$ cat src/rtl/extra1_sched_if.sv
// ---------------------------------------------------------------------------
// extra1_sched_if
// Handshake bundle between the requesters, the shared compute scheduler and
// the result consumer.
//   req_valid [NREQ]      : per-requester operand valid  (requester -> sched)
//   req_ready [NREQ]      : per-requester accept, one-hot or zero
//   req_a/b/c [32*NREQ]   : operands, requester i at [32i+31:32i]
//   res_valid / res_ready : result handshake              (sched <-> consumer)
//   res_q [36]            : ((A+B)*4)+C
//   res_id [IDW]          : requester index that issued the result
//   in_flight [2]         : number of occupied pipeline stages
// Modports: slave = scheduler side, master = requester/consumer side.
// ---------------------------------------------------------------------------
interface extra1_sched_if #(
  parameter int NREQ = 4,
  parameter int IDW  = 2
);
  logic [NREQ-1:0]    req_valid;
  logic [NREQ-1:0]    req_ready;
  logic [32*NREQ-1:0] req_a;
  logic [32*NREQ-1:0] req_b;
  logic [32*NREQ-1:0] req_c;
  logic               res_valid;
  logic               res_ready;
  logic [35:0]        res_q;
  logic [IDW-1:0]     res_id;
  logic [1:0]         in_flight;

  modport slave (
    input  req_valid, req_a, req_b, req_c, res_ready,
    output req_ready, res_valid, res_q, res_id, in_flight
  );

  modport master (
    output req_valid, req_a, req_b, req_c, res_ready,
    input  req_ready, res_valid, res_q, res_id, in_flight
  );
endinterface

$ cat src/rtl/extra1_sched.sv
// ---------------------------------------------------------------------------
// extra1_sched
// Round-robin scheduler sharing one 3-stage ((A+B)*4)+C pipeline among NREQ
// requesters. Results return in acceptance order tagged with the requester
// index.
// Ports:
//   clk   : rising-edge clock
//   rst_n : asynchronous active-low reset
//   bus   : extra1_sched_if.slave (request, result and status signals)
// Build option:
//   EXTRA1_SCHED_FIXED_PRIO_EN - when defined, the pointer is frozen at 0 so
//   the arbiter becomes fixed priority (lowest index wins).
// ---------------------------------------------------------------------------
module extra1_sched #(
  parameter int NREQ = 4,
  parameter int IDW  = 2
) (
  input  logic           clk,
  input  logic           rst_n,
  extra1_sched_if.slave  bus
);

  logic             w_advance;
  logic             w_found;
  logic             w_accept;
  logic [IDW-1:0]   w_grant;
  logic [31:0]      w_a [NREQ];
  logic [31:0]      w_b [NREQ];
  logic [31:0]      w_c [NREQ];

  logic [IDW-1:0]   r_ptr;
  logic             r_v1, r_v2, r_v3;
  logic [31:0]      r_a1, r_b1, r_c1;
  logic [IDW-1:0]   r_id1;
  logic [32:0]      r_sum2;
  logic [31:0]      r_c2;
  logic [IDW-1:0]   r_id2;
  logic [35:0]      r_q3;
  logic [IDW-1:0]   r_id3;

  // Whole pipeline moves together; it only stalls when a result is stuck.
  assign w_advance = !r_v3 || bus.res_ready;

  // Unpack operand buses and build the one-hot ready vector.
  genvar gi;
  generate
    for (gi = 0; gi < NREQ; gi++) begin : g_req
      assign w_a[gi] = bus.req_a[32*gi +: 32];
      assign w_b[gi] = bus.req_b[32*gi +: 32];
      assign w_c[gi] = bus.req_c[32*gi +: 32];
      assign bus.req_ready[gi] = w_accept && (w_grant == IDW'(gi));
    end
  endgenerate

  // Rotating search starting at r_ptr; first valid requester wins.
  always_comb begin
    logic [IDW:0] w_idx;
    w_found = 1'b0;
    w_grant = '0;
    w_idx   = '0;
    for (int k = 0; k < NREQ; k++) begin
      w_idx = {1'b0, r_ptr} + (IDW+1)'(k);
      if (w_idx >= (IDW+1)'(NREQ)) begin
        w_idx = w_idx - (IDW+1)'(NREQ);
      end
      if (!w_found && bus.req_valid[w_idx[IDW-1:0]]) begin
        w_found = 1'b1;
        w_grant = w_idx[IDW-1:0];
      end
    end
  end

  // Reset gates the accept so no requester sees ready while the block is held.
  assign w_accept = w_found && w_advance && rst_n;

  always_ff @(posedge clk or negedge rst_n) begin
    if (!rst_n) begin
      r_ptr  <= '0;
      r_v1   <= 1'b0;
      r_v2   <= 1'b0;
      r_v3   <= 1'b0;
      r_a1   <= '0;
      r_b1   <= '0;
      r_c1   <= '0;
      r_id1  <= '0;
      r_sum2 <= '0;
      r_c2   <= '0;
      r_id2  <= '0;
      r_q3   <= '0;
      r_id3  <= '0;
    end else if (w_advance) begin
`ifndef EXTRA1_SCHED_FIXED_PRIO_EN
      if (w_accept) begin
        r_ptr <= (w_grant == IDW'(NREQ-1)) ? '0 : w_grant + IDW'(1);
      end
`endif
      // Stage 1: capture operands of the granted requester.
      r_v1 <= w_accept;
      if (w_accept) begin
        r_a1  <= w_a[w_grant];
        r_b1  <= w_b[w_grant];
        r_c1  <= w_c[w_grant];
        r_id1 <= w_grant;
      end
      // Stage 2: 33-bit sum keeps the carry.
      r_v2   <= r_v1;
      r_sum2 <= {1'b0, r_a1} + {1'b0, r_b1};
      r_c2   <= r_c1;
      r_id2  <= r_id1;
      // Stage 3: shift by two and add C; 36 bits cannot overflow.
      r_v3  <= r_v2;
      r_q3  <= {1'b0, r_sum2, 2'b00} + {4'b0000, r_c2};
      r_id3 <= r_id2;
    end
  end

  assign bus.res_valid = r_v3;
  assign bus.res_q     = r_q3;
  assign bus.res_id    = r_id3;
  assign bus.in_flight = {1'b0, r_v1} + {1'b0, r_v2} + {1'b0, r_v3};

endmodule
$ cat src/flat_wrapper.sv
// flat-port wrapper written by rule: the top's interface ports become plain ports
module extra1_sched_flat 
#(
  parameter int NREQ = 4,
  parameter int IDW  = 2
)
  (clk, rst_n, bus_req_valid, bus_req_a, bus_req_b, bus_req_c, bus_res_ready, bus_req_ready, bus_res_valid, bus_res_q, bus_res_id, bus_in_flight);
  extra1_sched_if #(.NREQ(NREQ), .IDW(IDW)) bus_i ();
  input  logic clk;
  input  logic rst_n;
  input wire logic [$bits(bus_i.req_valid)-1:0] bus_req_valid;
  input wire logic [$bits(bus_i.req_a)-1:0] bus_req_a;
  input wire logic [$bits(bus_i.req_b)-1:0] bus_req_b;
  input wire logic [$bits(bus_i.req_c)-1:0] bus_req_c;
  input wire logic [$bits(bus_i.res_ready)-1:0] bus_res_ready;
  output wire logic [$bits(bus_i.req_ready)-1:0] bus_req_ready;
  output wire logic [$bits(bus_i.res_valid)-1:0] bus_res_valid;
  output wire logic [$bits(bus_i.res_q)-1:0] bus_res_q;
  output wire logic [$bits(bus_i.res_id)-1:0] bus_res_id;
  output wire logic [$bits(bus_i.in_flight)-1:0] bus_in_flight;
  assign bus_i.req_valid = bus_req_valid;
  assign bus_i.req_a = bus_req_a;
  assign bus_i.req_b = bus_req_b;
  assign bus_i.req_c = bus_req_c;
  assign bus_i.res_ready = bus_res_ready;
  assign bus_req_ready = bus_i.req_ready;
  assign bus_res_valid = bus_i.res_valid;
  assign bus_res_q = bus_i.res_q;
  assign bus_res_id = bus_i.res_id;
  assign bus_in_flight = bus_i.in_flight;
  extra1_sched #(.NREQ(NREQ), .IDW(IDW)) u_core (.clk(clk), .rst_n(rst_n), .bus(bus_i));
endmodule
$ cat config.mk
export PLATFORM = sky130hd
export DESIGN_NAME = extra1_sched_flat
export DESIGN_NICKNAME = d
export VERILOG_FILES = /design/src/rtl/extra1_sched_if.sv /design/src/rtl/extra1_sched.sv /design/src/flat_wrapper.sv
export SDC_FILE = /design/constraint.sdc
export NUM_CORES = 1
export LEC_CHECK = 0
export CORE_AREA = 2 2 172 174
export DETAILED_ROUTE_END_ITERATION = 6
export DIE_AREA = 0 0 174 176
export PLACE_DENSITY_LB_ADDON = 0.08
export SYNTH_ARGS = -nofsm -noshare
export SYNTH_HDL_FRONTEND = slang
export SYNTH_SLANG_ARGS = --single-unit
$ cat constraint.sdc
create_clock -name clk -period 8.2 [get_ports clk]
set_input_delay 1.23 -clock clk [delete_from_list [all_inputs] [get_ports clk]]
set_output_delay 1.23 -clock clk [all_outputs]
set_load 0.01 [all_outputs]
## Word-level counts from Yosys, hierarchy flattened

Cells that the tools add are included.

- Add/subtract/negate cells: 12
- Order comparisons: 9
- Equality and inequality tests: 3
- Multiplexer cells: 30
- Bitwise gates (word level): 1
- Reductions and logical operators: 16

Operators by type and width:

| operator | count |
|---|---|
| 32-bit binary-select mux with 2-bit select | 3 |
| 32-bit two-way mux | 6 |
| 35-bit by 32-bit adder with 36-bit output | 1 |
| 32-bit by 32-bit adder with 33-bit output | 1 |
| 2-bit two-way mux | 9 |
| 3-bit >= comparator, second input constant | 4 |
| 2-bit by 3-bit < comparator with 1-bit output, second input constant | 4 |
| 1-bit logical AND | 9 |
| 1-bit binary-select mux with 2-bit select | 4 |
| 1-bit two-way mux | 8 |
| 2-bit by 1-bit subtractor with 2-bit output, second input constant | 4 |
| 2-bit by 2-bit adder with 3-bit output, second input constant | 2 |
| 2-bit == test, second input constant | 2 |
| 1-bit logical NOT | 4 |
| 2-bit by 1-bit adder with 3-bit output, second input constant | 1 |
| 2-bit by 3-bit >= comparator with 1-bit output, second input constant | 1 |
| 2-bit inverter with 3-bit output | 1 |
| 1-bit by 1-bit adder with 2-bit output | 1 |
| 2-bit by 1-bit adder with 2-bit output | 1 |
| 2-bit by 1-bit adder with 2-bit output, second input constant | 1 |
| 2-bit by 1-bit == test with 1-bit output, second input constant | 1 |
| 2-bit logical NOT | 1 |
| 2-bit AND reduction | 1 |
| 1-bit logical OR | 1 |

- Register bits after elaboration: 208
- Input port bits: 391
- Output and inout port bits: 45
- Logic and storage cells: 84

## Longest topological paths before layout

- Depth after elaboration: 18
- Gate-level depth with buffers: 12

## Least setup slack after synthesis

OpenSTA, ideal clock, no wires.

- Path kind: input to output
- Start point: input bus_req_valid[0]
- End point: output bus_req_ready[3]
- Data arrival time: 2.927 ns
- Data required time: 6.970 ns
- Setup slack: 4.043 ns
- Cell stages on the path: 10
- Buffers on the path: 3
- Path through: nand2b_1 nor2b_1 o22ai_1 clkbuf_1 clkbuf_1 clkbuf_1 inv_1 ha_1 inv_1 nor2_1

RTL lines:

| element | RTL line | RTL |
|---|---|---|
| start, declared | flat_wrapper.sv:11 | `input wire logic [$bits(bus_i.req_valid)-1:0] bus_req_valid;` |
| 1-bit binary-select mux with 2-bit select | extra1_sched.sv:66 | `if (!w_found && bus.req_valid[w_idx[IDW-1:0]]) begin` |
| 1-bit two-way mux (implied by the code) | extra1_sched.sv:66 |  |
| 1-bit two-way mux | extra1_sched.sv:66 |  |
| 1-bit logical NOT | extra1_sched.sv:66 |  |
| 1-bit logical AND | extra1_sched.sv:66 |  |
| 1-bit two-way mux | extra1_sched.sv:66 |  |
| 1-bit logical NOT | extra1_sched.sv:66 |  |
| 1-bit logical AND | extra1_sched.sv:66 |  |
| 1-bit two-way mux | extra1_sched.sv:66 |  |
| 1-bit logical NOT | extra1_sched.sv:66 |  |
| 1-bit logical AND | extra1_sched.sv:66 |  |
| 2-bit two-way mux * | extra1_sched.sv:66 |  |
| via u_core.w_grant[1] | extra1_sched.sv:26 | `logic [IDW-1:0] w_grant;` |
| 2-bit == test * | extra1_sched.sv:51 | `assign bus.req_ready[gi] = w_accept && (w_grant == IDW'(gi));` |
| 1-bit logical AND * | extra1_sched.sv:51 |  |
| end, declared | flat_wrapper.sv:16 | `output wire logic [$bits(bus_i.req_ready)-1:0] bus_req_ready;` |

Mark *: on every way through the listed nets, which the timed path passes. The rest lies on a longest branch. The select of a mux whose other input is x is not followed.

## Worst setup path after layout

- Start point: input bus_req_valid[1]
- End point: output bus_req_ready[0]

- Longest elaborated chain between the ends: 15

Ends and longest elaborated chain:

| element | RTL line | RTL |
|---|---|---|
| 1-bit binary-select mux with 2-bit select | extra1_sched.sv:66 |  |
| 1-bit two-way mux (implied by the code) | extra1_sched.sv:66 |  |
| 1-bit two-way mux | extra1_sched.sv:66 |  |
| 1-bit logical NOT | extra1_sched.sv:66 |  |
| 1-bit logical AND | extra1_sched.sv:66 |  |
| 1-bit two-way mux | extra1_sched.sv:66 |  |
| 1-bit logical NOT | extra1_sched.sv:66 |  |
| 1-bit logical AND | extra1_sched.sv:66 |  |
| 1-bit two-way mux | extra1_sched.sv:66 |  |
| 1-bit logical NOT | extra1_sched.sv:66 |  |
| 1-bit logical AND | extra1_sched.sv:66 |  |
| 1-bit two-way mux | extra1_sched.sv:66 |  |
| 1-bit logical AND (2 in series) | extra1_sched.sv:74 | `assign w_accept = w_found && w_advance && rst_n;` |
| 1-bit logical AND * | extra1_sched.sv:51 |  |

Mark *: on every way between the ends. The rest lies on a longest branch, timed or not. The select of a mux whose other input is x is not followed.

==> impl_metrics.toml <==
[sta]
rsz0062_at_grt = "false"
min_period_ns = 5.63
max_freq_mhz = 178
fin_tns_setup_ns = 0
fin_crit_sh_pct = 68.6
setup_violations = 0
skew_ns = 0.0196
hold_viol_final = 0
maxSlewViolCount = 0
slew_headroom_pct = 21.9
fin_ws_ns = 2.57
max_slew.worst_pin.slew_ns = 1.17

[logic_synthesis]
synthMuxAreaShare_pct = 0.235
ys_top_cells_by_area = "dfrtp_1, nand2_1, nor2_1"
synthAdderAreaFrac_pct = 6.40
yosys_warnings = 0
synth-edff-count = 0
synth_cell_type_count = 65
synth_area_mm2 = 0.0139
synth_compound_area_share_pct = 18.0
synth_seq_cells = 208
syn_nets = 2408
seq_area_frac_synth_pct = 37.6
synth_top_family_by_area = "simple AND/OR/NAND/NOR gates"
syn_avg_cell_area_um2 = 7.11
synth_xor_area_share_pct = 3.10
yosys.area_share.simple_pct = 30.7
synth.top_cell.area_share_pct = 37.6
synthCells = 1948
synthFlopType = "dfrtp_1"
ys_async_sr_fraction_pct = 100
yosysTopAreaCell = "dfrtp_1"

[power_and_ir_drop]
power.density_mw_per_mm2 = 408
peakVddDrop_v = 0.000249
p_leak_nw = 8.58

[worst_setup_path]
slowest_delay_ns = 0.67
worstSetupEndpoint = "bus_req_ready[0]"
crit_path_max_fanout = 90
rr_startpoint = "u_core.r_ptr[0]$_DFFE_PN0P_"
path_depth = 10
cp.arrival_ns = 4.40
cp_common_cell = "clkdlybuf4s50_1"
setup.worst_path.class = "in -> out"
cp_num_buf_inv = 4
crit_required_ns = 6.97
crit_family = "buffers and inverters"
crit_start = "bus_req_valid[1]"
endpoint_kind = "output port"
cp_cell_sequence = "clkdlybuf4s50_1 -> nand2b_1 -> a21oi_1 -> a221oi_1 -> and2_4 -> inv_6 -> ha_1 -> inv_1 -> nor2_1 -> clkdlybuf4s50_1"
cp_slowest_cell = "and2_4"
worstRegToRegCells = 10
start_kind = "primary input"
r2r-end = "u_core.r_a1[20]$_DFFE_PN0P_"
r2r_slack_ns = 4.43

[route]
via_count = 14293
drt-pass1-iter-count = 5
viasPerCell = 5.29
drcViolationCount = 0
wirelength_um = 44900
final_antenna_net_count = 0
drt_iter0_drc = 1007
drt-wirelength-per-cell_um = 16.6

[layout]
drive_gt1_share_pct = 3.07
finalNetCount = 2755
fin_cells = 2702
area_growth_pct = 37.9
multi_input_area_mm2 = 0.00814
fillers = 2554
ff_latch_area_mm2 = 0.00520

[hold_path]
hp-class = "reg -> reg"

[die]
rows = 62
die_height_um = 176
die-area_mm2 = 0.0306
ios = 436
core_mm2 = 0.0285
initial_utilization_pct = 48.5
die_x_um = 174

[grt]
grt_pass1_wl_um = 71100
grt_pass1_vias = 13792
grt_usage_pct = 28.7
grt_overflow_total = 0
antenna_found_initial = 7
grt_max_degree = 137

[placement]
gp_congestion = 0.883
dp_slack_ns = 2.63
post-dp-hpwl_um = 34300
port_buffers = 435
dp.cells = 2654

[clocking]
cts_made_buffers = 23
postCtsSetupBuffers = 0
cts_max_path_buffers = 3
clkTransAtPathRegs_ns = 0.06
ctsHoldBuffers = 0
clk_latency_ns = 0.51
cts_sinks = 208
clockRootBuffer = "clkbuf_16"
cts_resized = 0
cts_max_level = 1
cts_tree = "yes"

[status]
status = "complete, no violations"

[run]
drv_cap = 0
[per-layer routing]
metal	wire length, um	track usage, %	share of wire (%)	vias up
li1	-	-	-	7241
met1	19100	36.7	43	6542
met2	21700	49.3	48	417
met3	2260	4.05	5.0	93
met4	1790	11.7	4.0	0
met5	0	0	0	-
[stage by stage]
step / hold slack [ns] / instance area, um^2 / power (mW) / util [%]
after floorplan: 0.439 / 13900 / 5.34 / -
after global placement: 0.451 / 18300 / 6.67 / 64.3
after detailed placement: 0.462 / 18300 / 6.78 / 64.3
after CTS: 0.475 / 19100 / 7.81 / 66.9
after global routing: 0.492 / 19100 / 8.52 / 66.9
final: 0.466 / 19100 / 7.80 / 66.9
[where the power goes]
part	switching [mW]	leakage (nW)	total, mW	internal, mW
combinational	2.84	5.72	4.85	2.01
clock	0.410	0.361	0.998	0.588
sequential	0.383	2.50	1.95	1.57
[worst min-delay path by stage]
| stage | endpoint | depth (start not counted) | start |
|---|---|---|---|
| 2_1_floorplan | u_core.r_c2[0]$_DFFE_PN0P_ | 2 | u_core.r_c2[0]$_DFFE_PN0P_ |
| 3_3_place_gp | u_core.r_id2[0]$_DFFE_PN0P_ | 2 | u_core.r_id2[0]$_DFFE_PN0P_ |
| 3_5_place_dp | u_core.r_c2[26]$_DFFE_PN0P_ | 2 | u_core.r_c1[26]$_DFFE_PN0P_ |
| 4_1_cts | u_core.r_c2[26]$_DFFE_PN0P_ | 2 | u_core.r_c1[26]$_DFFE_PN0P_ |
| 5_1_grt | u_core.r_c2[9]$_DFFE_PN0P_ | 2 | u_core.r_c1[9]$_DFFE_PN0P_ |
| 6_report | u_core.r_c2[26]$_DFFE_PN0P_ | 2 | u_core.r_c1[26]$_DFFE_PN0P_ |
[state kept, by name (all words and copies together), names as in the netlist]
register / cells
u_core.r_sum2: 33
u_core.bus.res_q: 36
u_core.r_c1: 32
u_core.r_id1: 2
u_core.r_id2: 2
u_core.r_b1: 32
u_core.r_ptr: 2
u_core.bus.res_id: 2
u_core.r_v2: 1
u_core.r_c2: 32
u_core.bus.res_valid: 1
u_core.r_v1: 1
u_core.r_a1: 32
[tightest hold or removal path: stages (launching register included)]
cell	delay (ns)
dfrtp_1	0.34
nand2_1	0.05
nand2_1	0.06
[cell type report]
class,instances,area share (%)
multi-input cells,1596,42.6
flip-flops and latches,208,27.2
repair buffers,445,23.2
clock buffers,34,3.65
well taps,384,2.52
inverters,21,0.439
clock inverters,7,0.242
diodes,7,0.0917
[cell usage in the layout, fill, tap and decap left out, types with 6 or more instances in the layout]
master and instances:
a31oi_1 9, nand4_1 10, buf_4 10, inv_1 20, clkbuf_8 8, o21ai_0 145, ha_1 66, a21o_1 34
diode_2 7, nor2b_1 6, xnor2_1 28, nand3_1 113, nand2_1 497, nor3_1 21, nor2_1 359, o211ai_1 6
clkdlybuf4s50_1 434, dfrtp_1 208, nand2b_1 7, clkbuf_16 23, o21a_1 6, xor2_1 21, o21ai_1 93, a211oi_1 8
a21oi_1 85
[cells in the mapped netlist, types with 20 or more instances]
cell,n
xnor2_1,28
a21oi_1,85
xor2_1,21
nor3_1,21
dfrtp_1,208
o21ai_0,145
clkbuf_1,100
ha_1,66
nor2_1,359
inv_1,20
o21ai_1,93
nand2_1,497
nand3_1,114
a21o_1,34
[cells by family (layout without fill, tap and decap cells)]
| group | after synthesis | after routing |
|---|---|---|
| flip-flops | 208 | 208 |
| adder cells (fa/ha/maj) | 69 | 69 |
| other | 0 | 7 |
| multiplexers | 3 | 3 |
| AO/OA/AOI/OAI | 430 | 430 |
| buffers and inverters | 144 | 507 |
| AND/OR/NAND/NOR | 1045 | 1045 |
| XOR/XNOR | 49 | 49 |
No activity file was read; power rests on OpenSTA's default activity.
